===== src/rtl/riscv_fetch_pkg.sv =====
// Shared constants and state encoding for the instruction fetch unit.
package riscv_fetch_pkg;

    localparam logic [31:0] NOP_INST             = 32'h00000013;
    localparam int unsigned INST_STRIDE          = 4;
    localparam logic [31:0] DEFAULT_RESET_VECTOR = 32'h00000000;

    typedef enum logic [1:0] {
        BOOT  = 2'd0,
        RUN   = 2'd1,
        STALL = 2'd2,
        HALT  = 2'd3
    } fetch_state_e;

endpackage


===== src/rtl/fetch_pc_gen.sv =====
// Next-PC select: hold, sequential advance, or word-aligned redirect target.
module fetch_pc_gen
    import riscv_fetch_pkg::*;
#(
    parameter int PC_WIDTH = 32
) (
    input  logic [PC_WIDTH-1:0] pc_i,
    input  logic                advance_i,
    input  logic                redirect_i,
    input  logic [PC_WIDTH-1:0] redirect_pc_i,
    output logic [PC_WIDTH-1:0] pc_next_o
);

    localparam logic [PC_WIDTH-1:0] ALIGN_MASK = ~PC_WIDTH'(3);
    localparam logic [PC_WIDTH-1:0] STRIDE     = PC_WIDTH'(INST_STRIDE);

    always_comb begin
        pc_next_o = pc_i;
        unique case (1'b1)
            redirect_i: pc_next_o = redirect_pc_i & ALIGN_MASK;
            advance_i:  pc_next_o = pc_i + STRIDE;
            default:    pc_next_o = pc_i;
        endcase
    end

endmodule


===== src/rtl/inst_fetch_unit.sv =====
// Instruction fetch unit with valid/ready output, stall, halt and redirect.
// Define FETCH_STATS_EN to add FETCH_COUNT / REDIRECT_COUNT outputs.
module inst_fetch_unit
    import riscv_fetch_pkg::*;
#(
    parameter int                PC_WIDTH     = 32,
    parameter logic [PC_WIDTH-1:0] RESET_VECTOR = PC_WIDTH'(DEFAULT_RESET_VECTOR)
) (
    input  logic                CLK,
    input  logic                RESET,
    output logic [PC_WIDTH-1:0] PC,
    input  logic [31:0]         INST_CODE,
    input  logic                FETCH_EN,
    input  logic                REDIRECT_VALID,
    input  logic [PC_WIDTH-1:0] REDIRECT_PC,
    output logic                INST_VALID,
    input  logic                INST_READY,
    output logic [31:0]         INST_OUT,
    output logic [PC_WIDTH-1:0] INST_PC
`ifdef FETCH_STATS_EN
   ,output logic [31:0]         FETCH_COUNT,
    output logic [15:0]         REDIRECT_COUNT
`endif
);

    fetch_state_e        state_q, state_d;
    logic [PC_WIDTH-1:0] pc_q, pc_d;
    logic                valid_q, valid_d;
    logic [31:0]         inst_q, inst_d;
    logic [PC_WIDTH-1:0] ipc_q, ipc_d;
    logic                capture;

    // Redirect wins over capture; BOOT never captures.
    assign capture = !REDIRECT_VALID && (state_q != BOOT) && FETCH_EN &&
                     (!valid_q || INST_READY);

    fetch_pc_gen #(
        .PC_WIDTH(PC_WIDTH)
    ) u_pc_gen (
        .pc_i          (pc_q),
        .advance_i     (capture),
        .redirect_i    (REDIRECT_VALID),
        .redirect_pc_i (REDIRECT_PC),
        .pc_next_o     (pc_d)
    );

    always_comb begin
        state_d = state_q;
        valid_d = valid_q;
        inst_d  = inst_q;
        ipc_d   = ipc_q;
        if (REDIRECT_VALID) begin
            valid_d = 1'b0;
            case (state_q)
                BOOT:    state_d = FETCH_EN ? RUN : HALT;
                HALT:    state_d = HALT;
                default: state_d = RUN;
            endcase
        end else if (state_q == BOOT) begin
            state_d = FETCH_EN ? RUN : HALT;
        end else if (capture) begin
            valid_d = 1'b1;
            inst_d  = INST_CODE;
            ipc_d   = pc_q;
            state_d = RUN;
        end else if (valid_q && !INST_READY) begin
            state_d = STALL;
        end else begin
            // Fetch disabled and nothing left to hold: drain into HALT.
            valid_d = 1'b0;
            state_d = HALT;
        end
    end

    always_ff @(posedge CLK or negedge RESET) begin
        if (!RESET) begin
            state_q <= BOOT;
            pc_q    <= RESET_VECTOR;
            valid_q <= 1'b0;
            inst_q  <= NOP_INST;
            ipc_q   <= RESET_VECTOR;
        end else begin
            state_q <= state_d;
            pc_q    <= pc_d;
            valid_q <= valid_d;
            inst_q  <= inst_d;
            ipc_q   <= ipc_d;
        end
    end

    assign PC         = pc_q;
    assign INST_VALID = valid_q;
    assign INST_OUT   = inst_q;
    assign INST_PC    = ipc_q;

`ifdef FETCH_STATS_EN
    logic [31:0] fcnt_q;
    logic [15:0] rcnt_q;

    always_ff @(posedge CLK or negedge RESET) begin
        if (!RESET) begin
            fcnt_q <= '0;
            rcnt_q <= '0;
        end else begin
            if (capture)
                fcnt_q <= fcnt_q + 32'd1;
            if (REDIRECT_VALID)
                rcnt_q <= rcnt_q + 16'd1;
        end
    end

    assign FETCH_COUNT    = fcnt_q;
    assign REDIRECT_COUNT = rcnt_q;
`endif

endmodule

===== config.mk =====
export PLATFORM = sky130hd
export DESIGN_NAME = inst_fetch_unit
export DESIGN_NICKNAME = d
export VERILOG_FILES = /design/src/rtl/riscv_fetch_pkg.sv /design/src/rtl/fetch_pc_gen.sv /design/src/rtl/inst_fetch_unit.sv
export SDC_FILE = /design/constraint.sdc
export NUM_CORES = 1
export LEC_CHECK = 0
export CELL_PAD_IN_SITES_DETAIL_PLACEMENT = 2
export CELL_PAD_IN_SITES_GLOBAL_PLACEMENT = 2
export CORE_MARGIN = 4
export CORE_UTILIZATION = 39
export CTS_CLUSTER_SIZE = 20
export DETAILED_ROUTE_END_ITERATION = 7
export DONT_BUFFER_PORTS = 1
export HOLD_SLACK_MARGIN = 0.02
export PLACE_DENSITY = 0.83
export SLEW_MARGIN = 10
export SYNTH_ARGS = -nofsm -noshare
export SYNTH_HDL_FRONTEND = slang
export SYNTH_SLANG_ARGS = --single-unit

===== constraint.sdc =====
create_clock -name CLK -period 2.4 [get_ports CLK]
set_input_delay 0 -clock CLK [delete_from_list [all_inputs] [get_ports CLK]]
set_output_delay 0 -clock CLK [all_outputs]
set_load 0.01 [all_outputs]

==> impl_metrics.toml <==
[status]
status = "complete, no violations"

[floorplan]
core_area_um2 = 10510
die_x_um = 112.6
dieArea_um2 = 12690
initial_utilization_pct = 40.64
die_h_um = 112.6
fp-row-count = 37
top_level_ports = 166

[yosys]
async_reset_ff_share_pct = 100.0
yosysUniqueCellTypes = 39
synth_ff_type = "dfrtp_1"
synth_top_cell_area_share_pct = 53.91
synth_most_common_cell = "dfrtp_1"
synth.largest_area_cell = "dfrtp_1"
synthesis.area_um2 = 4270
synth_warnings = 0
synth_edf_count = 0
synth_cells = 353
syn-mean-instance-area_um2 = 12.10
yosys-top-cells-count = "dfrtp_1 (92), mux2_2 (62), nand2_1 (39), o21ai_0 (24), xor2_1 (18)"
synthTopCellsByArea = "dfrtp_1 (54%), mux2_2 (16%), xor2_1 (3.7%)"
ys_seq_elements = 95
synth-seq-area-share_pct = 55.76

[route]
firstDrtPassIters = 4
drt-total-wl_um = 12670
avgViaCountPerCell = 5.261
vias = 2988
routedWlPerCell_um = 22.31
drc = 0
ant_nets = 0
first_iter_violations = 127

[global_route]
grt_pass1_vias = 3579
antenna_found_initial = 0
grt-ovfl-total = 0
grt_max_degree = 96
gr-usage-all-layers_pct = 20.41
grt_first_pass_wirelength_um = 20330

[finish]
drive_gt1_share_pct = 22.45
final_cell_area_um2 = 5319
fin_nets = 499
antenna_cells = 0
area_growth_pct = 24.55

[clocking]
cts_buffers = 9
cts.htree.levels = 3
clk_pin_slew_worst_paths_ns = 0.08
root_buffer = "clkbuf_8"
cts_tree = "built"
insertion_delay_ns = 0.36
clockBufferDepth = 2
cts_sinks = 95

[sta]
finalCritPeriodShare_pct = 94.04
max_freq_mhz = 443.1
setup_tns_ns = 0
finalHoldViolations = 0
slew_violations = 0
rsz0062_at_grt = "no"
maxSlewHeadroom_pct = 53.10
fin_skew_ns = 0.007304
tightestPinTransition_ns = 0.6997
period_needed_ns = 2.257
setup_violations = 0

[power]
leakagePower_nw = 2.178
p_per_area_nw_per_um2 = 711.9
vdd_drop_max_uv = 307.9

[critical_path]
crit_family = "buffers and inverters"
slowest_stage = "dlygate4sd3_1"
crit_type = "flip-flop to flip-flop"
crit_path_max_incr_delay_ns = 0.56
path_max_fanout = 9
cp-end-kind = "flip-flop"
critPathRequiredTime_ns = 2.64
crit_path_start_kind = "flip-flop"
cp_cell_sequence = "inv_1 > ha_2 > nand2b_4 > nor4_4 > buf_6 > nand2_1 > xor2_1 > o21ai_1 > dlygate4sd3_1"
path_buf_inv = 3
crit_arrival_ns = 2.50

[placed_design]
place_area_um2 = 4374
port_buffers = 0
routabilityCongestion = 0.7111
hpwl_um = 7667

[worst_hold_path]
hp-class = "input pin to flip-flop"

[flow_run]
cap_violations = 0
==> registers in the layout, indices dropped and copies added (netlist names) <==
register    count
state_q         2
INST_VALID      1
PC             30
INST_OUT       32
INST_PC        30
==> worst paths after layout <==
| path | from | to | slack, ns | depth (start not counted) |
|---|---|---|---|---|
| worst max-delay path | state_q[0]$_DFF_PN0_ | PC[14]$_DFFE_PN0P_ | 0.14 | 9 |
| worst min-delay path | REDIRECT_VALID | PC[30]$_DFFE_PN0P_ | 0.04 | 2 |
| worst max register to register | state_q[0]$_DFF_PN0_ | PC[14]$_DFFE_PN0P_ | 0.14 | 9 |
| worst min register to register | INST_OUT[2]$_DFFE_PN0P_ | INST_OUT[2]$_DFFE_PN0P_ | 0.59 | 1 |
| max in group asynchronous | RESET | INST_OUT[0]$_DFFE_PN1P_ | 1.82 | 2 |
| min in group asynchronous | RESET | INST_OUT[31]$_DFFE_PN0P_ | 0.22 | 2 |
==> layer usage <==
layer | GRT usage (%) | share of wire, % | vias up | wire [um]
li1 | - | - | 1364 | -
met1 | 22.99 | 37 | 1510 | 4691
met2 | 37.48 | 55 | 101 | 6973
met3 | 5.337 | 6.6 | 13 | 835
met4 | 6.330 | 1.3 | 0 | 170
met5 | 0 | 0 | - | 0
==> worst reg2reg max path, delay by kind of cell, from the launching register on <==
family | cells | cell delay (ns)
adders and majority gates | 1 | 0.21
AOI/OAI and AO/OA | 1 | 0.07
DFF | 1 | 0.36
buffers and inverters | 3 | 0.80
and+or+nand+nor | 3 | 0.55
xor gates and xnor gates | 1 | 0.16
==> power breakdown <==
group / switching [W] / total (W) / internal (W)
Sequential: 0.000383 / 0.00225 / 0.00187
Clock: 0.000532 / 0.000970 / 0.000438
Combinational: 0.000236 / 0.000563 / 0.000326
Total: 0.00115 / 0.00379 / 0.00264
==> cell type report <==
| cell class | count | area, um^2 |
|---|---|---|
| timing repair buffer | 79 | 827.0 |
| clock buffer | 16 | 170.2 |
| inverter | 6 | 22.52 |
| tap | 136 | 170.2 |
| fill | 1015 | 5190 |
| sequential | 95 | 2381 |
| multi-input combinational | 236 | 1748 |
==> cells by family (layout without fill, tap and decap cells) <==
logic type      Yosys count  after routing  synth area share [%]
compound gates           37             37                 4.542
other cells               1              4               0.08781
flops                    95             95                 55.76
buf+inv                  25            101                 3.692
fa+ha+maj                 3              3                0.8791
xor+xnor                 25             25                 5.127
mux                      63             63                 16.58
simple gates            104            104                 13.33
==> what timing repair did <==
action / CTS / global route
gates resized for setup: 0 / 3
endpoints found under the hold margin: 160 / 0
buffers inserted: 0 / 0
endpoints found under the setup margin: 0 / 2
hold buffers: 73 / 0
==> cells in the final DEF, fill, tap and decap left out, types with 3 or more instances in the layout <==
master | netlist | final
o21ai_0 | 24 | 24
dlygate4sd3_1 | 0 | 71
or3_1 | 3 | 3
buf_4 | 7 | 4
xor2_1 | 18 | 18
nand4_1 | 13 | 13
clkbuf_1 | 6 | 5
clkbuf_8 | 0 | 11
o21ai_1 | 8 | 8
xnor2_1 | 7 | 7
nand2_1 | 39 | 39
nor2b_1 | 4 | 3
nor2_1 | 7 | 7
nor3_2 | 3 | 3
inv_1 | 6 | 6
dfrtp_1 | 92 | 92
and3_1 | 3 | 3
mux2_2 | 62 | 62
conb_1 | 1 | 4
nor3_1 | 3 | 3
dfstp_2 | 3 | 3
nand3_1 | 16 | 16
==> through the flow <==
stage          instances  utilization (%)  total power, W  hold slack, ns  worst slack, ns
2_1_floorplan        356                -        0.002552         -0.2956           0.5020
3_3_place_gp         479            41.62        0.002633         -0.2933           0.2972
3_5_place_dp         479            41.62        0.002685         -0.2934           0.1549
4_1_cts              568            50.53        0.003813         0.02519          0.02033
5_1_grt              568            50.61        0.004004         0.06051          0.02422
6_report             568            50.61        0.003787         0.03917           0.1431
(Power assumes the default switching activity.)
